### config.mk
export PLATFORM = sky130hd
export DESIGN_NAME = reg_status_table_flat
export DESIGN_NICKNAME = d
export VERILOG_FILES = /design/src/rtl/tomasulo_pkg.sv /design/src/rtl/reg_status_table_if.sv /design/src/rtl/reg_status_entry.sv /design/src/rtl/reg_status_table.sv /design/src/flat_wrapper.sv
export SDC_FILE = /design/constraint.sdc
export NUM_CORES = 2
export LEC_CHECK = 0
export CAP_MARGIN = 25
export CORE_AREA = 2 2 426 428
export CTS_BUF_LIST = sky130_fd_sc_hd__clkbuf_8
export CTS_CLUSTER_DIAMETER = 200
export DETAILED_ROUTE_END_ITERATION = 16
export DIE_AREA = 0 0 428 430
export SLEW_MARGIN = 5
export SYNTH_ARGS = -nofsm -noshare
export SYNTH_HDL_FRONTEND = slang
export SYNTH_SLANG_ARGS = --single-unit
### constraint.sdc
create_clock -name clk -period 2.4 [get_ports clk]
set_input_delay 0.6 -clock clk [delete_from_list [all_inputs] [get_ports clk]]
set_output_delay 0.6 -clock clk [all_outputs]
set_load 0.03 [all_outputs]
### src/rtl/tomasulo_pkg.sv
// Shared widths, tag encoding and entry layout for the register status table.
// Imported by the interface, the per-register entry and the top level.
package tomasulo_pkg;

  localparam int DATA_W   = 32;
  localparam int REG_W    = 5;
  localparam int TAG_W    = 5;
  localparam int NUM_REGS = 32;

  // All-ones tag: value present, no producer outstanding.
  localparam logic [TAG_W-1:0] INVALID_TAG = '1;

  typedef struct packed {
    logic [DATA_W-1:0] value;
    logic [TAG_W-1:0]  tag;
  } entry_t;

  localparam entry_t ENTRY_RST = '{value: '0, tag: INVALID_TAG};

  function automatic logic tag_live(input logic [TAG_W-1:0] t);
    return t != INVALID_TAG;
  endfunction

endpackage

### src/rtl/reg_status_table_if.sv
// Issue-side bundle of the register status table: read, rename, CDB, flush.
// master = issue stage / CDB driver, slave = the table.
interface reg_status_table_if;
  import tomasulo_pkg::*;

  logic              in_enable;
  logic [REG_W-1:0]  in_reg_1;
  logic [REG_W-1:0]  in_reg_2;
  logic              in_bank_enable;
  logic [REG_W-1:0]  in_bank_reg;
  logic [TAG_W-1:0]  in_bank_tag;
  logic              in_CDB_broadcast;
  logic [TAG_W-1:0]  in_CDB_tag;
  logic [DATA_W-1:0] in_CDB_val;
  logic              in_flush;
  logic              out_enable;
  logic [DATA_W-1:0] out_val_1;
  logic [DATA_W-1:0] out_val_2;
  logic [TAG_W-1:0]  out_tag_1;
  logic [TAG_W-1:0]  out_tag_2;

  modport master (
    output in_enable, in_reg_1, in_reg_2,
    output in_bank_enable, in_bank_reg,
    output in_bank_tag, in_CDB_broadcast,
    output in_CDB_tag, in_CDB_val, in_flush,
    input  out_enable, out_val_1, out_val_2,
    input  out_tag_1, out_tag_2
  );

  modport slave (
    input  in_enable, in_reg_1, in_reg_2,
    input  in_bank_enable, in_bank_reg,
    input  in_bank_tag, in_CDB_broadcast,
    input  in_CDB_tag, in_CDB_val, in_flush,
    output out_enable, out_val_1, out_val_2,
    output out_tag_1, out_tag_2
  );

endinterface

### src/rtl/reg_status_entry.sv
// One register's value/tag: rename, CDB capture and flush (READY/PENDING).
// Ports: clk, rst_n, ren_i/ren_tag_i, cdb_v_i/cdb_tag_i/cdb_val_i, flush_i, ent_o.
module reg_status_entry
  import tomasulo_pkg::*;
(
  input  logic              clk,
  input  logic              rst_n,
  input  logic              ren_i,
  input  logic [TAG_W-1:0]  ren_tag_i,
  input  logic              cdb_v_i,
  input  logic [TAG_W-1:0]  cdb_tag_i,
  input  logic [DATA_W-1:0] cdb_val_i,
  input  logic              flush_i,
  output entry_t            ent_o
);

  entry_t ent_q;
  entry_t ent_d;
  logic   hit;

  // cdb_v_i is never set with INVALID_TAG, so a READY entry cannot hit.
  always_comb begin
    ent_d = ent_q;
    hit   = cdb_v_i && (ent_q.tag == cdb_tag_i);
    if (hit) begin
      ent_d.value = cdb_val_i;
      ent_d.tag   = INVALID_TAG;
    end
    if (ren_i)   ent_d.tag = ren_tag_i;
    if (flush_i) ent_d.tag = INVALID_TAG;
  end

  always_ff @(posedge clk or negedge rst_n) begin
    if (!rst_n) ent_q <= ENTRY_RST;
    else        ent_q <= ent_d;
  end

  assign ent_o = ent_q;

endmodule

### src/rtl/reg_status_table.sv
// Register status table: per-register value+producer tag, 2 reads, rename, CDB.
// Ports: clk, rst_n, bus (reg_status_table_if.slave) carrying all requests/responses.
module reg_status_table
  import tomasulo_pkg::*;
#(
  parameter int NUM_REGS    = tomasulo_pkg::NUM_REGS,
  parameter bit ZERO_REG_EN = 1'b1
) (
  input  logic               clk,
  input  logic               rst_n,
  reg_status_table_if.slave  bus
);

  entry_t ent [NUM_REGS];
  logic   cdb_v;
  logic   ren_ok;
  logic   fire;
  entry_t src1;
  entry_t src2;
  entry_t rd1;
  entry_t rd2;
  logic   oen_q;
  entry_t r1_q;
  entry_t r2_q;

  assign cdb_v  = bus.in_CDB_broadcast &&
                  tag_live(bus.in_CDB_tag);
  assign ren_ok = bus.in_bank_enable &&
                  tag_live(bus.in_bank_tag);
  assign fire   = bus.in_enable && !bus.in_flush;

  for (genvar g = 0; g < NUM_REGS; g++) begin : g_ent
    if (ZERO_REG_EN && g == 0) begin : g_zero
      assign ent[g] = ENTRY_RST;
    end else begin : g_reg
      reg_status_entry u_ent (
        .clk       (clk),
        .rst_n     (rst_n),
        .ren_i     (ren_ok &&
                    bus.in_bank_reg == REG_W'(g)),
        .ren_tag_i (bus.in_bank_tag),
        .cdb_v_i   (cdb_v),
        .cdb_tag_i (bus.in_CDB_tag),
        .cdb_val_i (bus.in_CDB_val),
        .flush_i   (bus.in_flush),
        .ent_o     (ent[g])
      );
    end
  end

  assign src1 = ent[bus.in_reg_1];
  assign src2 = ent[bus.in_reg_2];

  // Bypass a result broadcast in the same cycle as the read.
  always_comb begin
    rd1 = src1;
    rd2 = src2;
    if (cdb_v && src1.tag == bus.in_CDB_tag)
      rd1 = '{value: bus.in_CDB_val, tag: INVALID_TAG};
    if (cdb_v && src2.tag == bus.in_CDB_tag)
      rd2 = '{value: bus.in_CDB_val, tag: INVALID_TAG};
  end

  always_ff @(posedge clk or negedge rst_n) begin
    if (!rst_n) begin
      oen_q <= 1'b0;
      r1_q  <= ENTRY_RST;
      r2_q  <= ENTRY_RST;
    end else begin
      oen_q <= fire;
      if (fire) begin
        r1_q <= rd1;
        r2_q <= rd2;
      end
    end
  end

  assign bus.out_enable = oen_q;
  assign bus.out_val_1  = r1_q.value;
  assign bus.out_tag_1  = r1_q.tag;
  assign bus.out_val_2  = r2_q.value;
  assign bus.out_tag_2  = r2_q.tag;

endmodule

### src/flat_wrapper.sv
// flat-port wrapper written by rule: the top's interface ports become plain ports
module reg_status_table_flat import tomasulo_pkg::*;
#(
  parameter int NUM_REGS    = tomasulo_pkg::NUM_REGS,
  parameter bit ZERO_REG_EN = 1'b1
)
  (clk, rst_n, bus_in_enable, bus_in_reg_1, bus_in_reg_2, bus_in_bank_enable, bus_in_bank_reg, bus_in_bank_tag, bus_in_CDB_broadcast, bus_in_CDB_tag, bus_in_CDB_val, bus_in_flush, bus_out_enable, bus_out_val_1, bus_out_val_2, bus_out_tag_1, bus_out_tag_2);
  reg_status_table_if bus_i ();
  input  logic clk;
  input  logic rst_n;
  input wire logic [$bits(bus_i.in_enable)-1:0] bus_in_enable;
  input wire logic [$bits(bus_i.in_reg_1)-1:0] bus_in_reg_1;
  input wire logic [$bits(bus_i.in_reg_2)-1:0] bus_in_reg_2;
  input wire logic [$bits(bus_i.in_bank_enable)-1:0] bus_in_bank_enable;
  input wire logic [$bits(bus_i.in_bank_reg)-1:0] bus_in_bank_reg;
  input wire logic [$bits(bus_i.in_bank_tag)-1:0] bus_in_bank_tag;
  input wire logic [$bits(bus_i.in_CDB_broadcast)-1:0] bus_in_CDB_broadcast;
  input wire logic [$bits(bus_i.in_CDB_tag)-1:0] bus_in_CDB_tag;
  input wire logic [$bits(bus_i.in_CDB_val)-1:0] bus_in_CDB_val;
  input wire logic [$bits(bus_i.in_flush)-1:0] bus_in_flush;
  output wire logic [$bits(bus_i.out_enable)-1:0] bus_out_enable;
  output wire logic [$bits(bus_i.out_val_1)-1:0] bus_out_val_1;
  output wire logic [$bits(bus_i.out_val_2)-1:0] bus_out_val_2;
  output wire logic [$bits(bus_i.out_tag_1)-1:0] bus_out_tag_1;
  output wire logic [$bits(bus_i.out_tag_2)-1:0] bus_out_tag_2;
  assign bus_i.in_enable = bus_in_enable;
  assign bus_i.in_reg_1 = bus_in_reg_1;
  assign bus_i.in_reg_2 = bus_in_reg_2;
  assign bus_i.in_bank_enable = bus_in_bank_enable;
  assign bus_i.in_bank_reg = bus_in_bank_reg;
  assign bus_i.in_bank_tag = bus_in_bank_tag;
  assign bus_i.in_CDB_broadcast = bus_in_CDB_broadcast;
  assign bus_i.in_CDB_tag = bus_in_CDB_tag;
  assign bus_i.in_CDB_val = bus_in_CDB_val;
  assign bus_i.in_flush = bus_in_flush;
  assign bus_out_enable = bus_i.out_enable;
  assign bus_out_val_1 = bus_i.out_val_1;
  assign bus_out_val_2 = bus_i.out_val_2;
  assign bus_out_tag_1 = bus_i.out_tag_1;
  assign bus_out_tag_2 = bus_i.out_tag_2;
  reg_status_table #(.NUM_REGS(NUM_REGS), .ZERO_REG_EN(ZERO_REG_EN)) u_core (.clk(clk), .rst_n(rst_n), .bus(bus_i));
endmodule
; ---- Yosys cells after proc, flatten, opt, wreduce, memory -nomap -nowiden
; Index checks and enable logic that the tools add are counted.
[word_totals]
reg_bits = 1222
word_cells = 337
[classes]
order_cmp = 2
n_eq_ne = 66
n_mux = 101
bitwise = 2
reduce_logical = 99
[op_table]
columns = operator, n
row1 = $mux W5, 93
row2 = $bmux W37 S5, 2
row3 = $mux W37, 6
row4 = $eq A5 B5 Y1, 33
row5 = $reduce_bool A3 Y1, 31
row6 = $eq A5 B5 Y1 const B, 16
row7 = $logic_and A1 B1 Y1, 67
row8 = $eq A5 B4 Y1 const B, 8
row9 = $eq A5 B3 Y1 const B, 4
row10 = $ge A6 B6 Y1 const B, 2
row11 = $not A5 Y6, 2
row12 = $eq A5 B2 Y1 const B, 2
row13 = $ne A5 B5 Y1 const B, 2
row14 = $eq A5 B1 Y1 const B, 1
row15 = $logic_not A1 Y1, 1

; ---- Depth between registers and ports, before layout
[logic_depth]
ltp_word = 7
ltp_mapped = 14

; ---- Modules after synthesis
; A second synthesis with hierarchy kept.
[unflattened]
hier_cells = 4434
hier_area_um2 = 67407.1
[by_module_without_submodules]
columns = module, instances, cells_per_inst, area_per_inst_um2
row1 = reg_status_entry, 31, 86, 1455.1
row2 = reg_status_table, 1, 1768, 22297.6

; ---- Least setup slack after synthesis
; No wires, ideal clock.
[synth_path]
kind = input to register
start = input bus_in_CDB_tag[4]
end = register u_core.g_ent[12].g_reg.u_ent.ent_q, in the netlist u_core.g_ent[12].g_reg.u_ent.ent_o[11]
arrival_ns = 2.980
required_time_ns = 2.275
slack_ns = -0.705
stages = 7
n_path_buf = 3
path_cell_list = clkbuf_1 -> clkbuf_1 -> xnor2_1 -> nand3_1 -> nor4_2 -> clkbuf_1 -> mux2_2
[synth_via]
elab_chain_len = 3
elab_cells_between_ends = 4
[synth_rtl]
columns = element, line_no
row1 = from (decl), flat_wrapper.sv:18  ; input wire logic [$bits(bus_i.in_CDB_tag)-1:0] bus_in_CDB_tag;
row2 = $ne A5 B5 Y1, tomasulo_pkg.sv:21  ; return t != INVALID_TAG;
row3 = $logic_and A1 B1 Y1, reg_status_table.sv:26  ; assign cdb_v = bus.in_CDB_broadcast &&
row4 = $logic_and A1 B1 Y1 (*), reg_status_entry.sv:24  ; hit = cdb_v_i && (ent_q.tag == cdb_tag_i);
row5 = to (signal assigned), reg_status_entry.sv:35  ; else ent_q <= ent_d;
row6 = to (decl), reg_status_entry.sv:17  ; entry_t ent_q;
; Mark *: on every way between the ends. The rest lies on a longest branch, timed or not.
; A chain may end at the register's enable or synchronous reset.

; ---- Worst setup path after layout
[layout_path]
start = register u_core.g_ent[8].g_reg.u_ent.ent_q, in the netlist u_core.g_ent[8].g_reg.u_ent.ent_o[2]
end = register u_core.r1_q, in the netlist u_core.bus.out_val_1[13]
[layout_via]
elab_chain_len = 6
[layout_rtl]
columns = element, line_no
row1 = from (decl), reg_status_entry.sv:17
row2 = from (signal assigned), reg_status_entry.sv:35
row3 = $bmux W37 S5, reg_status_table.sv:51  ; assign src1 = ent[bus.in_reg_1];
row4 = $mux W37 (implied by the code) (2 in a row), reg_status_table.sv:51
row5 = $eq A5 B5 Y1, reg_status_table.sv:58  ; if (cdb_v && src1.tag == bus.in_CDB_tag)
row6 = $logic_and A1 B1 Y1, reg_status_table.sv:58
row7 = $mux W37, reg_status_table.sv:58
row8 = to (signal assigned), reg_status_table.sv:72  ; r1_q <= rd1;
row9 = to (decl), reg_status_table.sv:23  ; entry_t r1_q;
; Every way passes these cells. The select of a mux whose other input is x is not followed.

==> impl_metrics.json <==
{
  "status": "complete, but fails checks",
  "violations": "setup timing",
  "pin_count": 138,
  "grt_pass1_wl_um": 348300,
  "grt.overflow.total": 0,
  "ys_seq_elements": 1222,
  "synth-main-ff-cell": "dfrtp_1",
  "via_per_inst": 5.961,
  "wl_um": 236500,
  "drc": 0,
  "htreeDepth": 4,
  "cp_top_family": "multiplexers",
  "area_growth_pct": 24.03,
  "worst-setup-path-type": "flip-flop to flip-flop",
  "antenna_found_initial": 6,
  "gp_congestion": 0.9131,
  "cellLeakagePower_nw": 35.92,
  "critical_path_arrival_ns": 3.72,
  "design.die.area_um2": 184000,
  "rsz0062_at_grt": "true",
  "vias": 47487,
  "irDropWorstVdd_mv": 0.5760,
  "post-dp-hpwl_um": 152700,
  "drv_cap": 0,
  "grt_pass1_vias": 49440,
  "synth_nets": 4876,
  "ys_types": 55,
  "place_ws_ns": -1.043,
  "reg2reg_depth": 11,
  "powerDensity_nw_per_um2": 747.0,
  "drive_gt1_share_pct": 56.96,
  "cts_tree": "yes",
  "synthCells": 4813,
  "avgRoutedWirePerCell_um": 29.68,
  "setup_violations": 74,
  "end_kind": "flip-flop",
  "dieWidth_um": 428,
  "cts.sinks": 1222,
  "root_buffer": "clkbuf_8",
  "switchingPower_mw": 18.65,
  "cts_buffer_depth": 3,
  "cts_buffers": 212,
  "regArea_um2": 30800,
  "hold_path_class": "primary input to asynchronous set/reset pin",
  "grt_usage_pct": 25.63,
  "p_sw_share_pct": 29.62,
  "grt_use_met3_pct": 4.450,
  "min_period_ns": 2.835,
  "initial_utilization_pct": 37.80,
  "slew_headroom_pct": 32.76,
  "async_flop_share_pct": 100.0,
  "fin_worst_skew_ns": 0.08990,
  "p_seq_share_pct": 44.2,
  "dr.pass1.iters": 5,
  "grt_max_degree": 156,
  "crit_required_ns": 3.28,
  "cp.buffers_inverters": 3,
  "drt_iter0_markers": 4019,
  "met2_usage_pct": 41.32,
  "ys_seq_area_share_pct": 45.30,
  "yosys_warnings": 0,
  "fin_nets": 5477,
  "setup_ws_ns": -0.4353,
  "fmax_mhz": 352.7,
  "die_h_um": 430,
  "tightest_slew_ns": 1.009,
  "hold_viol": 0,
  "cpMostUsedCell": "buf_4",
  "synth-edff-count": 0,
  "intPower_mw": 44.31,
  "fin_util_pct": 46.89,
  "power_mw": 62.97,
  "syn_area_per_cell_um2": 14.12,
  "power_frac_comb_pct": 23.5,
  "layoutNonFillerInstCount": 7966,
  "setup_tns_ns": -22.63,
  "fin_area_um2": 84290,
  "multiInputGateArea_um2": 36550,
  "clk-insertion-delay-late_ns": 1.01,
  "fp.coreArea_um2": 179800,
  "top_usage_layer": "met2",
  "syn_area_um2": 67960,
  "period_share_pct": 118.1,
  "fillCellCount": 15647,
  "place_inst": 7538,
  "holdWs_ns": 0.09215,
  "clk_pin_slew_worst_paths_ns": 0.06,
  "cp.depth": 11,
  "cp_max_fo": 22,
  "drv_slew": 0,
  "startpoint_type": "flip-flop",
  "ant_nets": 0,
  "cpPeakStageDelay_ns": 0.57,
  "port_buffers": 137,
  "use_met1_pct": 33.85,
  "pwr-share-clk_pct": 32.3,
  "rows": 156,
  "cp_cell_sequence": "mux4_2 > mux2_4 > o21ai_2 > buf_4 > or3_1 > a311oi_1 > buf_4 > nand4bb_4 > buf_12 > mux2i_1 > a21oi_1",
  "placed_area_um2": 78620,
  "crit_slowest_cell": "dfstp_2"
}
## state kept, by name, indices dropped and copies added (netlist names)
name and flops:
u_core.g_ent.g_reg.u_ent.ent_o 1147, u_core.bus.out_tag_2 5, u_core.bus.out_enable 1, u_core.bus.out_val_1 32, u_core.bus.out_tag_1 5, u_core.bus.out_val_2 32
## area by class of cell
class / count / area share [%]
clock inverter: 126 / 0.9976
clock buffer: 267 / 4.360
timing repair buffer: 858 / 11.14
sequential: 1222 / 36.55
multi-input combinational: 3109 / 43.37
antenna: 3 / 0.008907
inverter: 11 / 0.06086
tap: 2370 / 3.518
## power by group through the flow
stage          registers [mW]  logic [mW]  clock network, mW
3_5_place_dp             28.0        14.5                  0
5_1_grt                  28.3        15.7               21.6
2_1_floorplan            27.3        10.4                  0
4_1_cts                  27.7        14.7               20.7
6_report                 27.8        14.8               20.3
3_3_place_gp             27.8        14.3                  0
## kinds of logic after synthesis
family                    count (synthesis)  synth area share [%]
muxes                                  1804                 40.33
xor gates and xnor gates                160                 2.062
AOI/OAI and AO/OA                       423                 4.159
DFF                                    1222                 45.30
and+or+nand+nor                         722                 4.997
buffers and inverters                   482                 3.150
## path summary, 6_finish.rpt
| kind | from | to | slack, ns |
|---|---|---|---|
| max | u_core.g_ent[8].g_reg.u_ent.ent_o[2] | u_core.bus.out_val_1[13] | -0.44 |
| min | rst_n | u_core.bus.out_val_2[12] | 0.09 |
| max reg2reg | u_core.g_ent[8].g_reg.u_ent.ent_o[2] | u_core.bus.out_val_1[13] | -0.44 |
| min reg2reg | u_core.bus.out_tag_1[2] | u_core.bus.out_tag_1[2] | 0.51 |
| max in group asynchronous | rst_n | u_core.g_ent[31].g_reg.u_ent.ent_o[7] | 1.31 |
| min in group clk | bus_in_flush | u_core.g_ent[10].g_reg.u_ent.ent_o[2] | 0.22 |
## cells in the final DEF (no fill, tap or decap), drive strengths merged, types with 13 or more instances in the layout
| master | Yosys | final |
|---|---|---|
| mux2 | 1069 | 1069 |
| dfrtp | 1057 | 1057 |
| buf | 177 | 779 |
| mux4 | 637 | 637 |
| clkbuf | 294 | 271 |
| nor2 | 255 | 255 |
| nand2 | 172 | 172 |
| dfstp | 165 | 165 |
| nor3 | 161 | 161 |
| o21bai | 159 | 159 |
| inv | 9 | 105 |
| mux2i | 98 | 98 |
| xnor2 | 94 | 94 |
| o21ai | 73 | 73 |
| a21oi | 72 | 72 |
| xor2 | 66 | 66 |
| clkdlybuf4s50 | 0 | 46 |
| nand3 | 45 | 45 |
| a31oi | 40 | 40 |
| nor4 | 35 | 35 |
| a22o | 32 | 32 |
| clkdlybuf4s15 | 0 | 26 |
| clkinv | 2 | 23 |
| and2 | 13 | 13 |
## synthesized netlist by cell type, types with 13 or more instances
master | n | area (um^2)
a21oi_1 | 72 | 360.4
dfrtp_1 | 1057 | 26450
mux4_2 | 626 | 14100
xor2_1 | 66 | 578.1
buf_2 | 133 | 665.6
buf_1 | 20 | 75.07
clkbuf_1 | 294 | 1104
and2_1 | 13 | 81.33
mux2i_1 | 98 | 980.9
o21ai_0 | 70 | 350.3
a31oi_1 | 40 | 250.2
a22o_1 | 32 | 280.3
nor2_1 | 255 | 957.2
nand2_1 | 172 | 645.6
nand3_1 | 45 | 225.2
xnor2_1 | 94 | 823.3
dfstp_2 | 165 | 4335
nor4_2 | 31 | 387.9
o21bai_1 | 159 | 1194
nor3_1 | 161 | 805.8
mux2_2 | 1068 | 12030
## worst register-to-register path: stages (launching register included)
cell and delay (ns):
dfstp_2 0.57, mux4_2 0.29, mux2_4 0.17, o21ai_2 0.06, buf_4 0.13, or3_1 0.31, a311oi_1 0.22, buf_4 0.16
nand4bb_4 0.17, buf_12 0.23, mux2i_1 0.27, a21oi_1 0.17
## layer usage
metal / share of wire [%] / vias to the layer above / wire [um]
li1: - / 19566 / -
met1: 41 / 25525 / 96920
met2: 48 / 1856 / 113400
met3: 6.4 / 538 / 15240
met4: 4.6 / 2 / 10900
met5: 0.0059 / - / 14
## repair_timing
action / in CTS / in global routing
buffers inserted: 14 / 9
hold buffers: 2 / 0
gates resized for setup: 426 / 73
gates cloned: 7 / 3
endpoints found under the hold margin: 406 / 0
endpoints found under the setup margin: 149 / 80
pin swaps: 35 / 58
Power figures use the tool's default switching activity.
